## config.mk

```make
export PLATFORM = sky130hd
export DESIGN_NAME = miss_handler
export DESIGN_NICKNAME = d
export VERILOG_FILES = /design/src/rtl/cache_pkg.sv /design/src/rtl/sat_counter.sv /design/src/rtl/miss_handler.sv
export SDC_FILE = /design/constraint.sdc
export NUM_CORES = 1
export LEC_CHECK = 0
export BUFFER_PORTS_ARGS = -buffer_cell sky130_fd_sc_hd__buf_2
export CORE_MARGIN = 2
export CORE_UTILIZATION = 43
export CTS_CLUSTER_DIAMETER = 100
export DETAILED_ROUTE_END_ITERATION = 6
export PLACE_DENSITY_LB_ADDON = 0.3
export SYNTH_ARGS = -nofsm -noshare
export SYNTH_HDL_FRONTEND = slang
export SYNTH_SLANG_ARGS = --single-unit
```

## constraint.sdc

```tcl
create_clock -name clk -period 2.8 [get_ports clk]
set_input_delay 0.28 -clock clk [delete_from_list [all_inputs] [get_ports clk]]
set_output_delay 0.28 -clock clk [all_outputs]
set_load 0.005 [all_outputs]
```

## src/rtl/cache_pkg.sv

```systemverilog
// Shared types and constants for the cache miss handling path.
package cache_pkg;

    typedef enum logic [1:0] {
        IDLE = 2'd0,
        REQ  = 2'd1,
        WAIT = 2'd2,
        FILL = 2'd3
    } state_t;

    localparam int ADDR_W_DEF  = 32;
    localparam int DATA_W_DEF  = 32;
    localparam int MISS_CNT_W  = 16;
    localparam int TMO_CNT_W   = 8;
    // Wide enough for the largest legal TIMEOUT (255).
    localparam int TMO_TIMER_W = 8;

endpackage

```

## src/rtl/sat_counter.sv

```systemverilog
// Statistic counter that increments on inc and sticks at all-ones.
module sat_counter #(
    parameter int WIDTH = 8
) (
    input  logic             clk,
    input  logic             rst,
    input  logic             inc,
    output logic [WIDTH-1:0] count
);

    // NOTE: sequential state is written with <= only, so every flop samples
    // pre-edge values regardless of statement order.
    always_ff @(posedge clk or posedge rst) begin
        if (rst) begin
            count <= '0;
        end else if (inc && (count != '1)) begin
            count <= count + 1'b1;
        end
    end

endmodule

```

## src/rtl/miss_handler.sv

```systemverilog
// Single-outstanding cache miss handler: issues one word read to backing
// memory, waits with a timeout, and hands the refill (or an error) back.
module miss_handler
    import cache_pkg::*;
#(
    parameter int ADDR_W  = ADDR_W_DEF,
    parameter int DATA_W  = DATA_W_DEF,
    parameter int TIMEOUT = 64
) (
    input  logic                  clk,
    input  logic                  rst,

    input  logic                  miss_valid,
    output logic                  miss_ready,
    input  logic [ADDR_W-1:0]     miss_addr,

    output logic                  mem_req_valid,
    input  logic                  mem_req_ready,
    output logic [ADDR_W-1:0]     mem_addr,
    input  logic                  mem_rsp_valid,
    input  logic [DATA_W-1:0]     mem_rsp_data,

    output logic                  fill_valid,
    input  logic                  fill_ready,
    output logic [ADDR_W-1:0]     fill_addr,
    output logic [DATA_W-1:0]     fill_data,
    output logic                  fill_err,

    output logic [MISS_CNT_W-1:0] miss_count,
    output logic [TMO_CNT_W-1:0]  timeout_count
);

    localparam logic [TMO_TIMER_W-1:0] TMO_LAST = TMO_TIMER_W'(TIMEOUT - 1);
    localparam logic [ADDR_W-1:0]      WORD_MASK = ~ADDR_W'(3);

    state_t                  state, state_next;
    logic [ADDR_W-1:0]       addr_q;
    logic [DATA_W-1:0]       data_q;
    logic                    err_q;
    logic [TMO_TIMER_W-1:0]  tmo_cnt;

    logic miss_hs;
    logic tmo_hit;
    logic tmo_fire;

    assign miss_hs  = (state == IDLE) && miss_valid;
    assign tmo_hit  = (state == WAIT) && (tmo_cnt == TMO_LAST);
    // A response arriving on the last WAIT cycle beats the timeout.
    assign tmo_fire = tmo_hit && !mem_rsp_valid;

    always_ff @(posedge clk or posedge rst) begin
        if (rst) begin
            state <= IDLE;
        end else begin
            state <= state_next;
        end
    end

    // NOTE: every signal driven here gets a default first, so no path can
    // leave one unassigned and infer a latch.
    always_comb begin
        state_next    = state;
        miss_ready    = 1'b0;
        mem_req_valid = 1'b0;
        fill_valid    = 1'b0;
        case (state)
            IDLE: begin
                miss_ready = 1'b1;
                if (miss_valid) state_next = REQ;
            end
            REQ: begin
                mem_req_valid = 1'b1;
                if (mem_req_ready) state_next = WAIT;
            end
            WAIT: begin
                if (mem_rsp_valid || tmo_hit) state_next = FILL;
            end
            FILL: begin
                fill_valid = 1'b1;
                if (fill_ready) state_next = IDLE;
            end
            default: state_next = IDLE;
        endcase
    end

    always_ff @(posedge clk or posedge rst) begin
        if (rst) begin
            addr_q <= '0;
            data_q <= '0;
            err_q  <= 1'b0;
        end else begin
            if (miss_hs) begin
                addr_q <= miss_addr & WORD_MASK;
            end
            if (state == WAIT) begin
                if (mem_rsp_valid) begin
                    data_q <= mem_rsp_data;
                    err_q  <= 1'b0;
                end else if (tmo_hit) begin
                    data_q <= '0;
                    err_q  <= 1'b1;
                end
            end
        end
    end

    // Counts WAIT cycles; held at zero in every other state.
    always_ff @(posedge clk or posedge rst) begin
        if (rst) begin
            tmo_cnt <= '0;
        end else if (state != WAIT) begin
            tmo_cnt <= '0;
        end else if (!tmo_hit) begin
            tmo_cnt <= tmo_cnt + 1'b1;
        end
    end

    assign mem_addr  = addr_q;
    assign fill_addr = addr_q;
    assign fill_data = data_q;
    assign fill_err  = err_q;

    sat_counter #(.WIDTH(MISS_CNT_W)) u_miss_cnt (
        .clk   (clk),
        .rst   (rst),
        .inc   (miss_hs),
        .count (miss_count)
    );

    sat_counter #(.WIDTH(TMO_CNT_W)) u_tmo_cnt (
        .clk   (clk),
        .rst   (rst),
        .inc   (tmo_fire),
        .count (timeout_count)
    );

endmodule
```

==> impl_metrics.yaml, run 1 <==
sta:
  final_max_slew_viol_count: 0
  grt_setup_unrepaired: "no"
  clock_skew_ns: 0.00896
  min_period_ns: 2.08
  finalHoldViolCount: 0
  worstMarginPinSlew_ns: 0.712
  setup_viol: 0
  finalSetupTns_ns: 0
  fmax_mhz: 481
  slew_headroom_pct: 52.4
  timing.final.crit_share_pct: 74.2
placement:
  routabilityCongestion: 0.806
  port_buffers: 187
  post-dp-hpwl_mm: 6.71
  dpl_cell_area_um2: 5200
die:
  rows: 36
  die_area_um2: 10900
  die_w_um: 104
  die_h_um: 104
  core_um2: 9770
  start_util_pct: 44.3
  ios: 194
yosys:
  synth_area_leaders: "dfrtp_1, mux2_2, a22o_1"
  synth_area_um2: 4330
  yosys_warnings: 0
  ys_seq_elements: 97
  synth_top_area_share_pct: 56.1
  yosysMostFrequentCell: "dfrtp_1"
  synth_flop_cell: "dfrtp_1"
  synth_area_leader_cell: "dfrtp_1"
  synth_cells: 338
  synthTopCellsByCount: "dfrtp_1, buf_4, mux2_2"
  synth_edf_count: 0
  ys_seq_area_share_pct: 56.1
  synth.avg_cell_area_um2: 12.8
  synth_cell_types: 42
  async_flop_share_pct: 100
setup_path:
  critPathSlowestCell: "dfrtp_1"
  critPathMaxStageDelay_ns: 0.41
  critPathCaptureType: "register"
  crit_path_max_fanout: 13
  critPathKind: "reg -> reg"
  worstReg2RegStart: "state[0]$_DFFE_PP0P_"
  r2r_cells: 7
  r2r_slack_ns: 0.72
  cp.arrival_ns: 2.32
  worstPathRequired_ns: 3.04
  crit_family: "simple AND/OR/NAND/NOR gates"
  critical_path_cell_count: 7
  critPathCapture: "u_tmo_cnt.count[1]$_DFFE_PP0P_"
  reg2reg_to: "u_tmo_cnt.count[1]$_DFFE_PP0P_"
  critical_path_buf_inv_count: 2
  path_cells: "inv_1 -> ha_1 -> buf_4 -> nor2b_1 -> nor3b_4 -> nand2_1 -> mux2_2"
  cp-start-kind: "register"
  critPathLaunch: "state[0]$_DFFE_PP0P_"
route:
  viasPerCell: 4.94
  drc: 0
  drt-total-wl_mm: 9.22
  num_vias: 3145
  wl_per_cell_um: 14.5
  ant_nets: 0
  drt_first_pass_iters: 4
  drtIter0Drc: 139
power:
  irDropWorstVdd_mv: 0.490
  power_frac_seq_pct: 45.2
  power_mw: 4.99
  power.leakage_nw: 2.84
  internal_power_mw: 3.36
  power_density_nw_per_um2: 928
  p_switching_mw: 1.63
  clockPowerShare_pct: 17.2
  p_comb_share_pct: 37.6
  swShare_pct: 32.7
global_route:
  grt-busiest-layer: "met2"
  grt_use_met2_pct: 27.4
  grt_use_met3_pct: 4.20
  grt_pass1_vias: 3148
  grtUsageTotal_pct: 17.5
  grt_pass1_wl_mm: 15.3
  met1_usage_pct: 22.8
  grt_overflow: 0
  antenna_found_initial: 0
  grt_max_degree: 53
clock_network:
  cts_tree: "built"
  insertion_delay_ns: 0.36
  cts_buffer_depth: 2
  cts-resized-gates: 0
  cts_setup_buffers: 0
  clockRootBuffer: "clkbuf_8"
  clock-sinks: 97
  numCtsBuffers: 9
  cts.clk_slew.worst_paths_ns: 0.09
  cts_hold_buf: 0
  cts_max_level: 3
final_layout:
  fin_area_um2: 5380
  syn_to_final_growth_pct: 24.3
  final_util_pct: 55.0
  nets: 577
  num_antenna_cells: 0
  drive_above_1_share_pct: 50.3
job:
  maxCapViolCount: 0
worst_hold_path:
  hold_path.class: "in -> async"
outcome:
  status: "finished clean"
## area by class of cell
class | instances | area (um2)
clock buffers | 13 | 169
clock inverters | 2 | 12.5
fillers | 917 | 4400
inverters | 8 | 33.8
multi-input cells | 189 | 1570
flip-flops and latches | 97 | 2430
well taps | 133 | 166
repair buffers | 194 | 1000
## cell families (layout without fill, tap and decap cells)
family                   after synthesis  in the layout  share of synthesized area [%]
flip-flops                            97             97                           56.1
adder cells (fa/ha/maj)                8              8                           2.31
AND/OR/NAND/NOR                       68             68                           10.2
XOR/XNOR                              19             19                           3.85
other                                  1              4                         0.0867
multiplexers                          36             36                           9.43
buffers and inverters                 55            217                           7.98
AO/OA/AOI/OAI                         54             54                           9.98
## power groups by stage
| stage | Clock, mW | Sequential, mW | Combinational [mW] |
|---|---|---|---|
| after CTS | 0.886 | 2.26 | 1.91 |
| after floorplan | 0 | 2.30 | 1.22 |
| after global routing | 0.953 | 2.33 | 2.06 |
| final | 0.858 | 2.26 | 1.88 |
| after global placement | 0 | 2.26 | 1.87 |
| after detailed placement | 0 | 2.26 | 1.92 |
## per-stage QoR
stage / setup slack, ns / std cells / hold slack [ns]
finish: 0.722 / 636 / 0.0211
global route: 0.557 / 636 / 0.0601
floorplan: 1.03 / 341 / 0.420
global placement: 0.786 / 621 / 0.434
detailed placement: 0.727 / 621 / 0.443
CTS: 0.706 / 636 / 0.0329
## routing by layer
metal / vias up / routed length, um
li1: 1497 / -
met1: 1520 / 4050
met2: 108 / 4440
met3: 20 / 491
met4: 0 / 229
met5: - / 0
## worst min-delay path by stage
| stage | startpoint | end | slack (ns) | cells after the start |
|---|---|---|---|---|
| floorplan | mem_rsp_data[28] | fill_data[28]$_DFFE_PP0P_ | 0.42 | 1 |
| global placement | rst | fill_addr[10]$_DFFE_PP0P_ | 0.43 | 2 |
| detailed placement | rst | fill_addr[23]$_DFFE_PP0P_ | 0.44 | 2 |
| CTS | rst | fill_addr[23]$_DFFE_PP0P_ | 0.03 | 2 |
| global route | rst | fill_addr[23]$_DFFE_PP0P_ | 0.06 | 2 |
| finish | rst | fill_addr[23]$_DFFE_PP0P_ | 0.02 | 2 |
## placed cells by master, fill, tap and decap left out, types with 2 or more instances in the layout
| cell type | instances |
|---|---|
| or4_1 | 2 |
| nor2b_1 | 3 |
| xor2_1 | 9 |
| mux2_2 | 34 |
| and3_1 | 4 |
| a22o_1 | 32 |
| buf_2 | 187 |
| clkbuf_8 | 12 |
| nor3_1 | 5 |
| o21ai_0 | 5 |
| nand2_1 | 10 |
| xnor2_1 | 10 |
| nand4_1 | 6 |
| nand3_1 | 10 |
| nor4_1 | 4 |
| inv_1 | 7 |
| and2_1 | 5 |
| buf_4 | 6 |
| clkinvlp_4 | 2 |
| a31oi_1 | 6 |
| and4_1 | 5 |
| dfrtp_1 | 97 |
| nor2_1 | 5 |
| conb_1 | 4 |
| ha_1 | 8 |
| a21oi_1 | 4 |
| a21boi_0 | 2 |
## registers in the layout, indices dropped and copies added, names as in the netlist
signal            flops
fill_addr            30
fill_data            32
fill_err              1
state                 2
tmo_cnt               8
u_miss_cnt.count     16
u_tmo_cnt.count       8
(Power assumes the default switching activity.)
==> run 2, diff against run 1 <==
--- a/config.mk
+++ b/config.mk
@@ -7,7 +7,7 @@
 export LEC_CHECK = 0
 export BUFFER_PORTS_ARGS = -buffer_cell sky130_fd_sc_hd__buf_2
 export CORE_MARGIN = 2
-export CORE_UTILIZATION = 43
+export CORE_UTILIZATION = 47
 export CTS_CLUSTER_DIAMETER = 100
 export DETAILED_ROUTE_END_ITERATION = 6
 export PLACE_DENSITY_LB_ADDON = 0.3
==> constraint.sdc (replaced) <==
create_clock -name clk -period 2.1 [get_ports clk]
set_input_delay 0.21 -clock clk [delete_from_list [all_inputs] [get_ports clk]]
set_output_delay 0.21 -clock clk [all_outputs]
set_load 0.005 [all_outputs]
==> impl_metrics.yaml, run 2 (synthesis gave the netlist of run 1 again) <==
placement:
  dpl_cell_area_um2: 5210
  pre_cts_slack_ns: 0.185
  post-dp-hpwl_mm: 6.41
  routabilityCongestion: 0.801
  dp_cells: 603
  port_buffers: 187
final_layout:
  num_antenna_cells: 0
  nets: 581
  largest_reg_flops: 32
  layout_commonest_cell: "buf_2"
  final_cell_mix: "buf_2, dfrtp_1, mux2_2, a22o_1"
  register_area_um2: 2430
  fin_area_um2: 5410
  drive_above_1_share_pct: 50.8
  fillers: 738
  syn_to_final_growth_pct: 25.1
  layout.cells.non_filler: 619
  multiInputGateArea_um2: 1570
sta:
  final_max_slew_viol_count: 0
  setup_viol: 0
  setup_slack_ns: 0.192
  finalHoldWorstSlack_ns: -0.0147
  timing.final.crit_share_pct: 90.9
  finalSetupTns_ns: 0
  finalHoldViolCount: 9
  slew_headroom_pct: 66.3
  grt_setup_unrepaired: "no"
  min_period_ns: 1.91
  clock_skew_ns: 0.00742
  fmax_mhz: 524
  worstMarginPinSlew_ns: 0.505
setup_path:
  crit_path_max_fanout: 5
  worstPathRequired_ns: 2.34
  r2r_slack_ns: 0.19
  critPathKind: "reg -> reg"
  cp-start-kind: "register"
  path_cells: "ha_1 -> nand3_1 -> or2_2 -> nor3_1 -> mux2_2"
  critPathSlowestCell: "dfrtp_1"
  crit_family: "simple AND/OR/NAND/NOR gates"
  critPathCaptureType: "register"
  cp.arrival_ns: 2.15
  critPathMaxStageDelay_ns: 0.44
  critical_path_buf_inv_count: 0
route:
  drtIter0Drc: 101
  wl_per_cell_um: 14.3
  num_vias: 3105
  drt-total-wl_mm: 8.88
  wl_met1_mm: 3.90
  route.met2.wl_mm: 4.31
  ant_nets: 0
  viasPerCell: 5.02
  drc: 0
  drt_first_pass_iters: 4
  wl_met3_um: 593
  top_layer_used: "met4"
global_route:
  grt_pass1_vias: 2960
  grt_overflow: 0
  grt_max_degree: 98
  grt_pass1_wl_mm: 14.2
  antenna_found_initial: 0
  grtUsageTotal_pct: 17.8
worst_hold_path:
  hold_path.class: "in -> async"
clock_network:
  numCtsBuffers: 9
  clockRootBuffer: "clkbuf_8"
  cts.clk_slew.worst_paths_ns: 0.09
  cts_buffer_depth: 2
  cts_max_level: 3
  cts_tree: "built"
  insertion_delay_ns: 0.35
  clock-sinks: 97
die:
  die_h_um: 99.9
  die_w_um: 99.9
  ios: 194
  start_util_pct: 47.7
  rows: 35
  die_area_um2: 9990
  core_um2: 9060
outcome:
  status: "finished with violations"
  violations: "negative hold slack"
power:
  power.leakage_nw: 2.87
  irDropWorstVdd_mv: 0.640
  power_density_nw_per_um2: 1240
job:
  maxCapViolCount: 0
## run 2: changes by cell type in the layout (fill, tap and decap cells not counted), sizes merged
cell	before	now
clkinv	1	2
inv	7	8
buf	194	198
clkbuf	13	11
bufinv	0	1
## run 2: where the power goes
part	leakage, nW	switching (mW)	internal (mW)
Combinational	1.55	1.07	1.45
Sequential	1.23	0.476	2.54
Clock	0.0941	0.633	0.561
## run 2: routing by layer
metal,global-route usage (%),vias up
met1,24.8,1477
met2,27.3,117
met4,6.32,0
met5,0,-
li1,-,1505
met3,4.53,6
## run 2: final timing paths
path / startpoint / endpoint / cells past startpoint
worst max-delay path: u_miss_cnt.count[0]$_DFFE_PP0P_ / u_miss_cnt.count[10]$_DFFE_PP0P_ / 5
worst min-delay path: rst / fill_addr[30]$_DFFE_PP0P_ / 3
worst max register to register: u_miss_cnt.count[0]$_DFFE_PP0P_ / u_miss_cnt.count[10]$_DFFE_PP0P_ / 5
worst min register to register: u_tmo_cnt.count[5]$_DFFE_PP0P_ / u_tmo_cnt.count[5]$_DFFE_PP0P_ / 1
max in group asynchronous: rst / u_tmo_cnt.count[1]$_DFFE_PP0P_ / 3
min in group clk: mem_rsp_data[16] / fill_data[16]$_DFFE_PP0P_ / 2
## run 2: per-stage QoR
step	utilization [%]	power [mW]	hold slack, ns
global placement	57.5	5.51	0.393
finish	59.7	6.73	-0.0147
detailed placement	57.5	5.61	0.399
global route	59.7	7.23	0.0416
CTS	59.6	6.83	0.00756
floorplan	-	4.69	0.350
## run 2: layout make-up
class | count | area share [%]
clock buffer | 11 | 2.43
timing repair buffer | 198 | 19.3
clock inverter | 5 | 1.18
multi-input combinational | 189 | 29.1
inverter | 8 | 0.624
tap | 111 | 2.57
sequential | 97 | 44.8
## run 2: worst register-to-register path, cell delays in order (launching register included)
cell	delay [ns]
dfrtp_1	0.44
ha_1	0.22
nand3_1	0.20
or2_2	0.39
nor3_1	0.21
mux2_2	0.35
## run 2: repair_timing
item                       4_1_cts  5_1_grt
gates resized for setup          0        1
setup endpoints to repair        0        2
hold buffers                     0        0
setup buffers                    0        0
==> run 3, diff against run 2 <==
--- a/config.mk
+++ b/config.mk
@@ -7,8 +7,8 @@
 export LEC_CHECK = 0
 export BUFFER_PORTS_ARGS = -buffer_cell sky130_fd_sc_hd__buf_2
 export CORE_MARGIN = 2
-export CORE_UTILIZATION = 47
-export CTS_CLUSTER_DIAMETER = 100
+export CORE_UTILIZATION = 50
+export CTS_CLUSTER_DIAMETER = 50
 export DETAILED_ROUTE_END_ITERATION = 6
 export PLACE_DENSITY_LB_ADDON = 0.3
 export SYNTH_ARGS = -nofsm -noshare
==> constraint.sdc (replaced) <==
create_clock -name clk -period 2.2 [get_ports clk]
set_input_delay 0.22 -clock clk [delete_from_list [all_inputs] [get_ports clk]]
set_output_delay 0.22 -clock clk [all_outputs]
set_load 0.005 [all_outputs]
==> impl_metrics.yaml, run 3 (synthesis gave the netlist of run 1 again) <==
clock_network:
  clock-sinks: 97
  insertion_delay_ns: 0.36
  clockRootBuffer: "clkbuf_8"
  cts_hold_buf: 0
  cts-resized-gates: 0
  cts.clk_slew.worst_paths_ns: 0.10
  cts_setup_buffers: 0
  cts_tree: "built"
  numCtsBuffers: 9
  cts_buffer_depth: 2
  cts_max_level: 3
outcome:
  status: "finished clean"
sta:
  clock_skew_ns: 0.00740
  worstMarginPinSlew_ns: 0.707
  finalHoldViolCount: 0
  min_period_ns: 1.97
  final_max_slew_viol_count: 0
  timing.final.crit_share_pct: 89.6
  setup_slack_ns: 0.228
  finalSetupTns_ns: 0
  setup_viol: 0
  grt_setup_unrepaired: "no"
  finalHoldWorstSlack_ns: 0.00305
  fmax_mhz: 507
  slew_headroom_pct: 52.8
final_layout:
  final_util_pct: 64.4
  final_cell_mix: "buf_2, dfrtp_1, mux2_2, a22o_1"
  layout_commonest_cell: "buf_2"
  nets: 577
  fin_area_um2: 5340
  syn_to_final_growth_pct: 23.5
  fillers: 662
  num_antenna_cells: 0
  drive_above_1_share_pct: 50.6
  layout.cells.non_filler: 609
  largest_reg_flops: 32
setup_path:
  cp.arrival_ns: 2.22
  critPathCaptureType: "register"
  worstPathRequired_ns: 2.45
  crit_path_max_fanout: 8
  cp-start-kind: "register"
  critPathKind: "reg -> reg"
route:
  viasPerCell: 5.22
  num_vias: 3180
  ant_nets: 0
  wl_per_cell_um: 15.3
  drt_first_pass_iters: 4
  drt-total-wl_mm: 9.29
  drtIter0Drc: 76
  drc: 0
global_route:
  grt_overflow: 0
  grt_pass1_wl_mm: 15.4
  grt_pass1_vias: 3283
  antenna_found_initial: 0
  grt_max_degree: 59
  grtUsageTotal_pct: 20.2
power:
  clockPowerShare_pct: 17.8
  swShare_pct: 32.8
  power.leakage_nw: 2.84
  internal_power_mw: 4.31
  irDropWorstVdd_mv: 0.661
  power_frac_seq_pct: 44.8
  p_switching_mw: 2.11
  p_comb_share_pct: 37.5
  power_density_nw_per_um2: 1200
  power_mw: 6.41
placement:
  post-dp-hpwl_mm: 6.88
  dp_cells: 593
  pre_cts_slack_ns: 0.260
  routabilityCongestion: 0.775
  port_buffers: 187
  dpl_cell_area_um2: 5150
die:
  start_util_pct: 52.1
  die_h_um: 97.0
  die_w_um: 97.0
  ios: 194
  core_um2: 8300
  rows: 33
  die_area_um2: 9410
job:
  maxCapViolCount: 0
worst_hold_path:
  hold_path.class: "in -> async"
-- run 3: cell count changes in the layout (fill, tap and decap cells not counted), sizes merged --
cell,before,now
buf,198,194
clkinvlp,2,4
clkinv,2,3
inv,8,7
clkbuf,11,9
-- run 3: layout make-up --
| class | count | area [um2] | share of cell area [%] |
|---|---|---|---|
| Tap cell | 105 | 131 | 2.46 |
| Clock inverter | 7 | 71.3 | 1.33 |
| Multi-Input combinational cell | 189 | 1570 | 29.3 |
| Inverter | 8 | 33.8 | 0.632 |
| Clock buffer | 9 | 124 | 2.32 |
| Timing Repair Buffer | 194 | 988 | 18.5 |
| Sequential cell | 97 | 2430 | 45.4 |
-- run 3: worst paths after layout --
check,startpoint,to,slack [ns],depth (start not counted)
hold / removal,rst,fill_addr[14]$_DFFE_PP0P_,0.003,3
max in group asynchronous,rst,tmo_cnt[0]$_DFFE_PP0P_,1.63,3
hold reg to reg,fill_data[14]$_DFFE_PP0P_,fill_data[14]$_DFFE_PP0P_,0.50,1
min in group clk,mem_rsp_data[14],fill_data[14]$_DFFE_PP0P_,0.08,2
setup / recovery,state[0]$_DFFE_PP0P_,u_tmo_cnt.count[7]$_DFFE_PP0P_,0.23,6
setup reg to reg,state[0]$_DFFE_PP0P_,u_tmo_cnt.count[7]$_DFFE_PP0P_,0.23,6
-- run 3: worst max-delay path, cell delays in order, from the launching register on --
cell and delay [ns]:
dfrtp_1 0.41, inv_1 0.12, ha_1 0.18, nor2b_1 0.27, nor3b_4 0.41, nand4_1 0.17, mux2_2 0.29
-- run 3: routing by layer --
metal | track usage, % | up-vias | routed length [um]
li1 | - | 1497 | -
met1 | 25.7 | 1542 | 3860
met2 | 32.7 | 123 | 4610
met3 | 5.78 | 18 | 604
met4 | 8.02 | 0 | 212
met5 | 0 | - | 0
-- run 3: power groups by stage --
stage | Sequential (mW) | Clock, mW | Combinational, mW
after floorplan | 2.92 | 0 | 1.55
after global placement | 2.87 | 0 | 2.39
after detailed placement | 2.88 | 0 | 2.46
after CTS | 2.87 | 1.17 | 2.45
after global routing | 2.98 | 1.26 | 2.65
final | 2.87 | 1.14 | 2.40
